==> config.mk <==
export PLATFORM = sky130hd
export DESIGN_NAME = atomrvcore_decode_stage
export DESIGN_NICKNAME = d
export VERILOG_FILES = /design/src/rtl/atomrvcore_decode_stage.sv
export SDC_FILE = /design/constraint.sdc
export NUM_CORES = 2
export LEC_CHECK = 0
export CORE_MARGIN = 2
export CORE_UTILIZATION = 31
export DETAILED_ROUTE_END_ITERATION = 6
export MAX_ROUTING_LAYER = met4
export PLACE_DENSITY = 0.43
export SLEW_MARGIN = 20
export SYNTH_ARGS = -nofsm -noshare
export SYNTH_HDL_FRONTEND = slang
export SYNTH_SLANG_ARGS = --single-unit
==> constraint.sdc <==
create_clock -name clk_i -period 54.4 [get_ports clk_i]
set_input_delay 10.88 -clock clk_i [delete_from_list [all_inputs] [get_ports clk_i]]
set_output_delay 10.88 -clock clk_i [all_outputs]
set_load 0.01 [all_outputs]
==> src/rtl/atomrvcore_decode_stage.sv <==
// RV32I/RV32E decode stage: register file with write-back bypass, load-use
// hazard detection and a single registered issue slot with valid/ready handshakes.
module atomrvcore_decode_stage #(
    parameter int DATAWIDTH   = 32,
    parameter int REGISTERS   = 32,
    parameter int ALUOP_WIDTH = 6
) (
    input  logic                   clk_i,
    input  logic                   rst_i,
    input  logic                   in_valid_i,
    output logic                   in_ready_o,
    input  logic [31:0]            instr_i,
    input  logic                   wb_en_i,
    input  logic [4:0]             wb_rd_i,
    input  logic [DATAWIDTH-1:0]   wb_data_i,
    input  logic                   flush_i,
    output logic                   out_valid_o,
    input  logic                   out_ready_i,
    output logic [DATAWIDTH-1:0]   op_a_o,
    output logic [DATAWIDTH-1:0]   op_b_o,
    output logic [DATAWIDTH-1:0]   imm_o,
    output logic [4:0]             rd_o,
    output logic [ALUOP_WIDTH-1:0] aluop_o,
    output logic [5:0]             fmt_o,
    output logic                   rd_we_o,
    output logic                   mem_rd_o,
    output logic                   mem_wr_o,
    output logic                   jal_o,
    output logic                   jalr_o,
    output logic                   lui_o,
    output logic                   auipc_o,
    output logic                   illegal_o
);

    localparam int AW = $clog2(REGISTERS);
    localparam logic [5:0] REG_LIMIT = 6'(REGISTERS);

    localparam logic [5:0] FMT_I  = 6'b000001;
    localparam logic [5:0] FMT_R  = 6'b000010;
    localparam logic [5:0] FMT_S  = 6'b000100;
    localparam logic [5:0] FMT_SB = 6'b001000;
    localparam logic [5:0] FMT_U  = 6'b010000;
    localparam logic [5:0] FMT_UJ = 6'b100000;

    typedef enum logic [6:0] {
        OP_LOAD   = 7'b0000011,
        OP_IMM    = 7'b0010011,
        OP_AUIPC  = 7'b0010111,
        OP_STORE  = 7'b0100011,
        OP_REG    = 7'b0110011,
        OP_LUI    = 7'b0110111,
        OP_BRANCH = 7'b1100011,
        OP_JALR   = 7'b1100111,
        OP_JAL    = 7'b1101111,
        OP_SYSTEM = 7'b1110011
    } opcode_e;

    typedef enum logic [4:0] {
        ALU_NONE = 5'd0,  ALU_ADD  = 5'd1,  ALU_SLL  = 5'd2,  ALU_SLT  = 5'd3,
        ALU_SLTU = 5'd4,  ALU_XOR  = 5'd5,  ALU_SRL  = 5'd6,  ALU_SRA  = 5'd7,
        ALU_OR   = 5'd8,  ALU_AND  = 5'd9,  ALU_SUB  = 5'd10, ALU_BEQ  = 5'd11,
        ALU_BNE  = 5'd12, ALU_BLT  = 5'd13, ALU_BGE  = 5'd14, ALU_BLTU = 5'd15,
        ALU_BGEU = 5'd16, ALU_JAL  = 5'd17
    } alu_e;

    function automatic logic reg_ok(input logic [4:0] idx);
        return {1'b0, idx} < REG_LIMIT;
    endfunction

    logic [DATAWIDTH-1:0] rf_q [REGISTERS];
    logic [DATAWIDTH-1:0] rf_d [REGISTERS];

    logic                   out_valid_q, out_valid_d;
    logic [DATAWIDTH-1:0]   op_a_q, op_a_d, op_b_q, op_b_d, imm_q, imm_d;
    logic [4:0]             rd_q, rd_d;
    logic [ALUOP_WIDTH-1:0] aluop_q, aluop_d;
    logic [5:0]             fmt_q, fmt_d;
    logic rd_we_q, rd_we_d, mem_rd_q, mem_rd_d, mem_wr_q, mem_wr_d;
    logic jal_q, jal_d, jalr_q, jalr_d, lui_q, lui_d, auipc_q, auipc_d;
    logic illegal_q, illegal_d;

    logic [4:0]  rs1, rs2, rd;
    logic [2:0]  f3;
    logic [6:0]  f7;
    logic [5:0]  fmt;
    alu_e        alu;
    logic [31:0] imm32;
    logic        bad_func, is_load, is_store, is_jal, is_jalr, is_lui, is_auipc;
    logic        use_rs1, use_rs2, has_rd, illegal;
    logic [DATAWIDTH-1:0] imm_ext, rs1_val, rs2_val;
    logic        hazard, accept;

    assign rs1 = instr_i[19:15];
    assign rs2 = instr_i[24:20];
    assign rd  = instr_i[11:7];
    assign f3  = instr_i[14:12];
    assign f7  = instr_i[31:25];

    always_comb begin
        fmt      = '0;
        alu      = ALU_NONE;
        imm32    = '0;
        bad_func = 1'b0;
        is_load  = 1'b0;
        is_store = 1'b0;
        is_jal   = 1'b0;
        is_jalr  = 1'b0;
        is_lui   = 1'b0;
        is_auipc = 1'b0;
        case (instr_i[6:0])
            OP_LOAD: begin
                fmt      = FMT_I;
                imm32    = {{20{instr_i[31]}}, instr_i[31:20]};
                is_load  = 1'b1;
                bad_func = (f3 == 3'b011) || (f3 == 3'b110) || (f3 == 3'b111);
            end
            OP_IMM: begin
                fmt   = FMT_I;
                imm32 = {{20{instr_i[31]}}, instr_i[31:20]};
                case (f3)
                    3'b000: alu = ALU_ADD;
                    3'b001: begin
                        alu      = ALU_SLL;
                        bad_func = (f7 != 7'b0000000);
                    end
                    3'b010: alu = ALU_SLT;
                    3'b011: alu = ALU_SLTU;
                    3'b100: alu = ALU_XOR;
                    3'b101: begin
                        if (f7 == 7'b0000000)      alu = ALU_SRL;
                        else if (f7 == 7'b0100000) alu = ALU_SRA;
                        else                       bad_func = 1'b1;
                    end
                    3'b110: alu = ALU_OR;
                    default: alu = ALU_AND;
                endcase
            end
            OP_JALR: begin
                fmt      = FMT_I;
                imm32    = {{20{instr_i[31]}}, instr_i[31:20]};
                is_jalr  = 1'b1;
                bad_func = (f3 != 3'b000);
            end
            OP_SYSTEM: begin
                fmt      = FMT_I;
                imm32    = {{20{instr_i[31]}}, instr_i[31:20]};
                bad_func = (f3 == 3'b100);
            end
            OP_REG: begin
                fmt = FMT_R;
                if (f7 == 7'b0000000) begin
                    case (f3)
                        3'b000: alu = ALU_ADD;
                        3'b001: alu = ALU_SLL;
                        3'b010: alu = ALU_SLT;
                        3'b011: alu = ALU_SLTU;
                        3'b100: alu = ALU_XOR;
                        3'b101: alu = ALU_SRL;
                        3'b110: alu = ALU_OR;
                        default: alu = ALU_AND;
                    endcase
                end else if (f7 == 7'b0100000 && f3 == 3'b000) begin
                    alu = ALU_SUB;
                end else if (f7 == 7'b0100000 && f3 == 3'b101) begin
                    alu = ALU_SRA;
                end else begin
                    bad_func = 1'b1;
                end
            end
            OP_STORE: begin
                fmt      = FMT_S;
                imm32    = {{20{instr_i[31]}}, instr_i[31:25], instr_i[11:7]};
                is_store = 1'b1;
                bad_func = f3[2] || (f3 == 3'b011);
            end
            OP_BRANCH: begin
                fmt   = FMT_SB;
                imm32 = {{19{instr_i[31]}}, instr_i[31], instr_i[7],
                         instr_i[30:25], instr_i[11:8], 1'b0};
                case (f3)
                    3'b000: alu = ALU_BEQ;
                    3'b001: alu = ALU_BNE;
                    3'b100: alu = ALU_BLT;
                    3'b101: alu = ALU_BGE;
                    3'b110: alu = ALU_BLTU;
                    3'b111: alu = ALU_BGEU;
                    default: bad_func = 1'b1;
                endcase
            end
            OP_LUI: begin
                fmt    = FMT_U;
                imm32  = {instr_i[31:12], 12'b0};
                is_lui = 1'b1;
            end
            OP_AUIPC: begin
                fmt      = FMT_U;
                imm32    = {instr_i[31:12], 12'b0};
                is_auipc = 1'b1;
            end
            OP_JAL: begin
                fmt    = FMT_UJ;
                imm32  = {{11{instr_i[31]}}, instr_i[31], instr_i[19:12],
                          instr_i[20], instr_i[30:21], 1'b0};
                alu    = ALU_JAL;
                is_jal = 1'b1;
            end
            default: bad_func = 1'b1;
        endcase
    end

    assign use_rs1 = |(fmt & (FMT_I | FMT_R | FMT_S | FMT_SB));
    assign use_rs2 = |(fmt & (FMT_R | FMT_S | FMT_SB));
    assign has_rd  = |(fmt & (FMT_I | FMT_R | FMT_U | FMT_UJ));
    assign illegal = bad_func || (use_rs1 && !reg_ok(rs1)) ||
                     (use_rs2 && !reg_ok(rs2)) || (has_rd && !reg_ok(rd));
    assign imm_ext = DATAWIDTH'($signed(imm32));

    // Reads see this cycle's write-back so no extra forwarding is needed downstream.
    always_comb begin
        rs1_val = '0;
        rs2_val = '0;
        if (rs1 != 5'd0 && reg_ok(rs1)) begin
            rs1_val = (wb_en_i && wb_rd_i == rs1) ? wb_data_i : rf_q[rs1[AW-1:0]];
        end
        if (rs2 != 5'd0 && reg_ok(rs2)) begin
            rs2_val = (wb_en_i && wb_rd_i == rs2) ? wb_data_i : rf_q[rs2[AW-1:0]];
        end
    end

    always_comb begin
        rf_d = rf_q;
        if (wb_en_i && wb_rd_i != 5'd0 && reg_ok(wb_rd_i)) begin
            rf_d[wb_rd_i[AW-1:0]] = wb_data_i;
        end
    end

    assign hazard = in_valid_i && out_valid_q && mem_rd_q && (rd_q != 5'd0) &&
                    ((use_rs1 && rs1 == rd_q) || (use_rs2 && rs2 == rd_q));
    assign in_ready_o = !rst_i && !flush_i && !hazard && (!out_valid_q || out_ready_i);
    assign accept     = in_valid_i && in_ready_o;

    always_comb begin
        out_valid_d = out_valid_q;
        op_a_d      = op_a_q;
        op_b_d      = op_b_q;
        imm_d       = imm_q;
        rd_d        = rd_q;
        aluop_d     = aluop_q;
        fmt_d       = fmt_q;
        rd_we_d     = rd_we_q;
        mem_rd_d    = mem_rd_q;
        mem_wr_d    = mem_wr_q;
        jal_d       = jal_q;
        jalr_d      = jalr_q;
        lui_d       = lui_q;
        auipc_d     = auipc_q;
        illegal_d   = illegal_q;
        if (flush_i) begin
            out_valid_d = 1'b0;
        end else if (accept) begin
            out_valid_d = 1'b1;
            op_a_d      = rs1_val;
            op_b_d      = (fmt == FMT_R || fmt == FMT_SB) ? rs2_val : imm_ext;
            imm_d       = imm_ext;
            rd_d        = has_rd ? rd : 5'd0;
            aluop_d     = ALUOP_WIDTH'(alu);
            fmt_d       = fmt;
            rd_we_d     = has_rd && (rd != 5'd0) && !illegal;
            mem_rd_d    = is_load && !illegal;
            mem_wr_d    = is_store && !illegal;
            jal_d       = is_jal;
            jalr_d      = is_jalr;
            lui_d       = is_lui;
            auipc_d     = is_auipc;
            illegal_d   = illegal;
        end else if (out_ready_i) begin
            // Issued with nothing new accepted (or hazard bubble): slot empties.
            out_valid_d = 1'b0;
        end
    end

    always_ff @(posedge clk_i or posedge rst_i) begin
        if (rst_i) begin
            rf_q        <= '{default: '0};
            out_valid_q <= 1'b0;
            op_a_q      <= '0;
            op_b_q      <= '0;
            imm_q       <= '0;
            rd_q        <= '0;
            aluop_q     <= '0;
            fmt_q       <= '0;
            rd_we_q     <= 1'b0;
            mem_rd_q    <= 1'b0;
            mem_wr_q    <= 1'b0;
            jal_q       <= 1'b0;
            jalr_q      <= 1'b0;
            lui_q       <= 1'b0;
            auipc_q     <= 1'b0;
            illegal_q   <= 1'b0;
        end else begin
            rf_q        <= rf_d;
            out_valid_q <= out_valid_d;
            op_a_q      <= op_a_d;
            op_b_q      <= op_b_d;
            imm_q       <= imm_d;
            rd_q        <= rd_d;
            aluop_q     <= aluop_d;
            fmt_q       <= fmt_d;
            rd_we_q     <= rd_we_d;
            mem_rd_q    <= mem_rd_d;
            mem_wr_q    <= mem_wr_d;
            jal_q       <= jal_d;
            jalr_q      <= jalr_d;
            lui_q       <= lui_d;
            auipc_q     <= auipc_d;
            illegal_q   <= illegal_d;
        end
    end

    assign out_valid_o = out_valid_q;
    assign op_a_o      = op_a_q;
    assign op_b_o      = op_b_q;
    assign imm_o       = imm_q;
    assign rd_o        = rd_q;
    assign aluop_o     = aluop_q;
    assign fmt_o       = fmt_q;
    assign rd_we_o     = rd_we_q;
    assign mem_rd_o    = mem_rd_q;
    assign mem_wr_o    = mem_wr_q;
    assign jal_o       = jal_q;
    assign jalr_o      = jalr_q;
    assign lui_o       = lui_q;
    assign auipc_o     = auipc_q;
    assign illegal_o   = illegal_q;

endmodule
==> Word level (Yosys, flattened, before mapping) <==
Cells that the tools add are included.
{ "word_totals": {"regBits": 1145, "latch_bits": 0, "ramBits": 0, "romBits": 0, "in_bits": 75, "out_inout_bits": 123, "wordCells": 171, "n_memories": 0} }
{ "op_classes": {"add_sub_neg": 0, "multipliers": 0, "div": 0, "order_cmp": 4, "n_eq_ne": 24, "n_shift": 0, "n_mux": 43, "bitwise_logic": 4, "n_reduce_logical": 49} }
{ "op_table": {"columns": ["cell", "n"], "rows": [
  ["$bwmux 1024", 1],
  ["$bmux 32 s5", 2],
  ["$mux 32", 10],
  ["$demux 32 s5", 1],
  ["$pmux 32 s5", 1],
  ["$pmux 4 s7", 2],
  ["$pmux 6 s6", 1],
  ["$pmux 5 s6", 1],
  ["$eq 7x6->1 const B", 4],
  ["$eq 7x7->1 const B", 4],
  ["$reduce_bool 5->1", 5],
  ["$eq 5x5->1", 4],
  ["$logic_and 1x1->1", 20],
  ["$pmux 5 s4", 1],
  ["$ge 6x6->1 const B", 3],
  ["$not 5->6", 3],
  ["$mux 1", 15],
  ["$eq 7x5->1 const B", 2],
  ["$eq 3x3->1 const B", 4],
  ["$reduce_or 4->1", 3],
  ["$mux 5", 2],
  ["$mux 3", 3],
  ["$pmux 1 s8", 1],
  ["$eq 7x2->1 const B", 1],
  ["other kinds (18)", 30]
]} }

==> Depth between registers and ports, before layout <==
{ "logic_depth": {"ltp_word": 13, "ltp_mapped": 12} }

==> Worst setup path after synthesis <==
Ideal clock, no wire load.
{ "synth_timing": {"kind": "input-to-output", "startpoint": "input port instr_i[2]", "endpoint": "output port in_ready_o", "arrival_ns": 12.332, "setup_slack_ns": 31.188, "stages": 7, "n_path_buf": 2, "cell_sequence": "buf_2 > and4bb_2 > nand2_1 > a2111oi_2 > o21ai_2 > clkbuf_1 > and2_1"} }
{ "synth_between": {"elab_chain_cells": 10, "elab_cells_between_ends": 22, "classes_between": "eq/ne (10); mux (1); reduce/logical (11)"} }
{ "synth_lines": {"columns": ["item", "line_no", "rtl"], "rows": [
  ["start, declared", "12", "input logic [31:0] instr_i,"],
  ["$eq 7x5->1 (tied with other cells)", "110", "case (instr_i[6:0])"],
  ["$reduce_or 4->1 (no source line) / $reduce_or 2->1 (equally long branches)", null, null],
  ["$pmux 6 s6 (*)", "110", null],
  ["$reduce_or 4->1 / $reduce_or 3->1 (equally long branches)", "211, 212", null],
  ["$logic_and 1x1->1", "238", "((use_rs1 && rs1 == rd_q) || (use_rs2 && rs2 == rd_q));"],
  ["$logic_or 1x1->1 (*)", "238", null],
  ["$logic_and 1x1->1 (*)", "237", "assign hazard = in_valid_i && out_valid_q && mem_rd_q && (rd_q != 5'd0) &&"],
  ["$logic_not 1->1 (*)", "239", "assign in_ready_o = !rst_i && !flush_i && !hazard && (!out_valid_q || out_ready_i);"],
  ["$logic_and 1x1->1 (*) (2 in a row)", "239", null],
  ["end, declared", "11", "output logic in_ready_o,"]
]} }
Every way passes the cells marked *; elsewhere a longest branch is shown, timed or not.

==> Final worst setup path <==
{ "layout_timing": {"startpoint": "input port instr_i[6]", "endpoint": "output port in_ready_o"} }
The elaborated chain is that of the path after synthesis.

==> key figures <==
Outcome
  – Outcome: finished with violations
  – Failing checks: DRC

Place
  – Place WS: 29.95 ns
  – Placed inst area: 64820 um^2
  – HPWL Detailed: roughly 130000 um
  – GPL Wtd Cong: 0.7946
  – I/O Buffers: 196

Pwr
  – VDD IR max: between 0.02 and 0.03 mV
  – Total power: 2.559 mW
  – Sequential Power Share: 43.7%
  – PwrDens: 36.84 nW/um^2
  – Logic pwr share: 19.0%
  – Switch Pwr: 0.7130 mW
  – Cell-internal power: between 1.5 and 2 mW
  – Pleak: 29.55 nW
  – Clk pwr share: 37.3%
  – Sw frac: 27.86%

CTS
  – Clock transition at path regs: roughly 0.060 ns
  – H-tree depth: 4
  – Root Driver: clkbuf_16
  – CTS tree: yes
  – Clk_lat worst skew: between 0.8 and 0.9 ns
  – Post-CTS sizing: 0
  – Longest Clk Path Bufs: 3
  – # hold bufs at CTS: 0
  – Setup bufs post-CTS: 0
  – CTS buffer count: 141
  – # clock sinks: 1145

GRT
  – Largest net degree at the start of global routing: 163
  – First-pass GRT wire length: 332000 um
  – Global Route Usage Sum: 24.27%
  – Vias in the first global route: between 40000 and 50000
  – Initial antenna violation count: 10
  – Global route overflow: 0

Floorplan
  – Number of placement rows: 162
  – Initial Util: a little under a third
  – Area of the core: 194600 um^2
  – Die Y: 446.0 um
  – Horiz. Die Dim: 446.0 um
  – Die ar.: 198900 um^2
  – Num ports: 198

Yosys
  – Register area share after synthesis: 47.30%
  – Post-Syn Nets: 4300
  – Cells after synthesis: around 4200
  – Post-synth EDFFs: 0
  – Synth warnings: 0
  – Top-area cell type share of the netlist area: a little under half
  – Yosys reg bits: roughly 1100
  – Ys async rst share: 100.0%
  – Synthesized area per cell: ~14 um^2
  – Most frequent cell after synthesis: dfrtp_1
  – Commonest cells in the netlist: 1145 x dfrtp_1, 1054 x mux2_2, 435 x mux4_2, 286 x clkbuf_1, 145 x a22oi_1
  – Commonest register cell after synthesis: dfrtp_1
  – Synthesized area: approximately 60000 um^2
  – Synth cell types: 75
  – Dominant cells by area after synthesis: dfrtp_1 47%, mux2_2 20%, mux4_2 16%
  – Area leader, netlist: dfrtp_1

Timing
  – Slew @ Worst Pin: 1.227 ns
  – Total negative slack: 0 ns
  – Hold Vio Cnt, Final: 0
  – Final setup fails: 0
  – Unrepaired setup endpoints after global routing: no
  – Slew margin rel.: 18.00%
  – Pins over their slew limit: 0
  – Clk_skew: 0.02845 ns
  – Final worst slack: 29.92 ns
  – Fin crit period: between 20 and 25 ns
  – Maximum clock rate: 40.85 MHz
  – Fin crit share: 44.99%

Detailed routing
  – Final wirelength: 235700 um
  – Vias: 39990
  – 1st-iter DRT viols: 3076
  – Drt first pass iters: 7
  – Vias per inst: 5.813
  – Drt wl/cell: 34.26 um
  – DRC Markers: 1
  – DRT antenna net count: 0

Cells and area
  – Area grow syn2layout: 14.67%
  – Layout cell share with drive strength beyond 1: 44.48%
  – Final instance area: approximately 69000 um^2
  – Core Util, Final: 35.70%
  – Nets: 4304

Run
  – Max_cap viols: 0

Min path
  – Worst hold path type: reg2reg

Critical path
  – Setup crit end kind: output port
  – Crit path launch type: primary input
  – CP Max Fanout: 28
  – Worst EP required: approximately 44 ns
  – Critical path arrival: between 10 and 15 ns
  – Critical setup path kind: in2out
-- layout by cell type (no fill, tap or decap), types with 8 or more instances in the layout --
cell,Yosys,routed
a221oi_1,14,14
o221ai_1,33,33
nand2_1,132,116
nor2_1,65,45
a22o_1,50,50
o22ai_1,54,54
a22oi_1,145,145
o211ai_1,10,10
nor2b_1,15,8
clkbuf_16,0,144
a31oi_1,20,20
nor2_4,0,20
clkdlybuf4s50_1,0,188
nand3_1,24,21
clkbuf_1,286,33
mux2i_1,142,142
mux4_1,9,9
xor2_1,10,10
a21o_1,21,21
dfrtp_1,1145,1145
a221o_1,16,16
a211oi_1,18,18
nor3_1,14,14
clkbuf_8,16,29
xnor2_1,15,15
o32ai_1,36,36
clkinv_2,0,17
o21ai_0,27,27
nand4_1,10,10
inv_1,58,56
nand2b_1,9,8
mux4_2,435,435
and2_1,16,13
a21oi_1,52,51
nor4_1,17,17
mux2_2,1054,1054
a2111oi_1,9,9
buf_4,12,132
nand2_4,0,15
-- metrics by stage --
| stage | hold WS, ns | std cells |
|---|---|---|
| global placement | 0.3769 | 6627 |
| CTS | 0.3965 | 6873 |
| detailed placement | 0.3837 | 6627 |
| finish | 0.3969 | 6880 |
| floorplan | 0.4413 | 4225 |
| global route | 0.4062 | 6878 |
-- sequential cells by signal, indices dropped and copies added (netlist names), 5 cells and up --
name / count
rd_o: 5
fmt_o: 6
aluop_o: 5
imm_o: 32
op_b_o: 32
rf_q: 1024
op_a_o: 32
-- routing by layer --
layer	global-route usage, %	wire length [um]	vias up
li1	-	-	16350
met1	32.68	104700	22070
met2	38.02	111700	1271
met3	3.499	12380	310
met4	7.248	7010	0
met5	-	0	-
-- path summary, 6_finish.rpt --
path,slack [ns],to,startpoint,depth (start not counted)
max in group asynchronous,40.59,rf_q[275],rst_i,5
hold / removal,0.40,rf_q[1013],rf_q[1013],0
hold reg to reg,0.40,rf_q[1013],rf_q[1013],0
setup reg to reg,50.56,op_b_o[22],rd_o[3],8
min in group asynchronous,10.70,out_valid_o,rst_i,2
setup / recovery,29.92,in_ready_o,instr_i[6],8
-- power by group through the flow --
stage / combinational (mW) / sequential, mW / clock, mW
after detailed placement: 0.488 / 1.13 / 0
after floorplan: 0.365 / 1.10 / 0
after global placement: 0.481 / 1.13 / 0
final: 0.485 / 1.12 / 0.955
after global routing: 0.520 / 1.14 / 1.02
after CTS: 0.489 / 1.12 / 0.980
-- critical path, cell delays in order --
cell             delay [ns]
clkdlybuf4s50_1        1.01
nor2b_1                0.25
o21ai_0                0.13
a211oi_1               0.29
o21ai_2                0.08
buf_4                  0.26
and2_1                 0.21
clkdlybuf4s50_1        0.47
-- logic make-up after synthesis --
group,share of synthesized area (%)
mux,38.62
simple gates,2.685
flops,47.30
xor+xnor,0.3615
other cells,0.006191
buf+inv,4.257
compound gates,6.763
-- layout make-up --
class	count	area, um^2
Tap cell	2542	3181
Fill cell	18740	125100
Inverter	58	225.2
Clock inverter	41	501.7
Antenna cell	6	15.01
Clock buffer	205	4113
Sequential cell	1145	28650
Timing Repair Buffer	332	3053
Multi-Input combinational cell	2551	29720
Note: power is estimated with default switching activity, not from simulation.
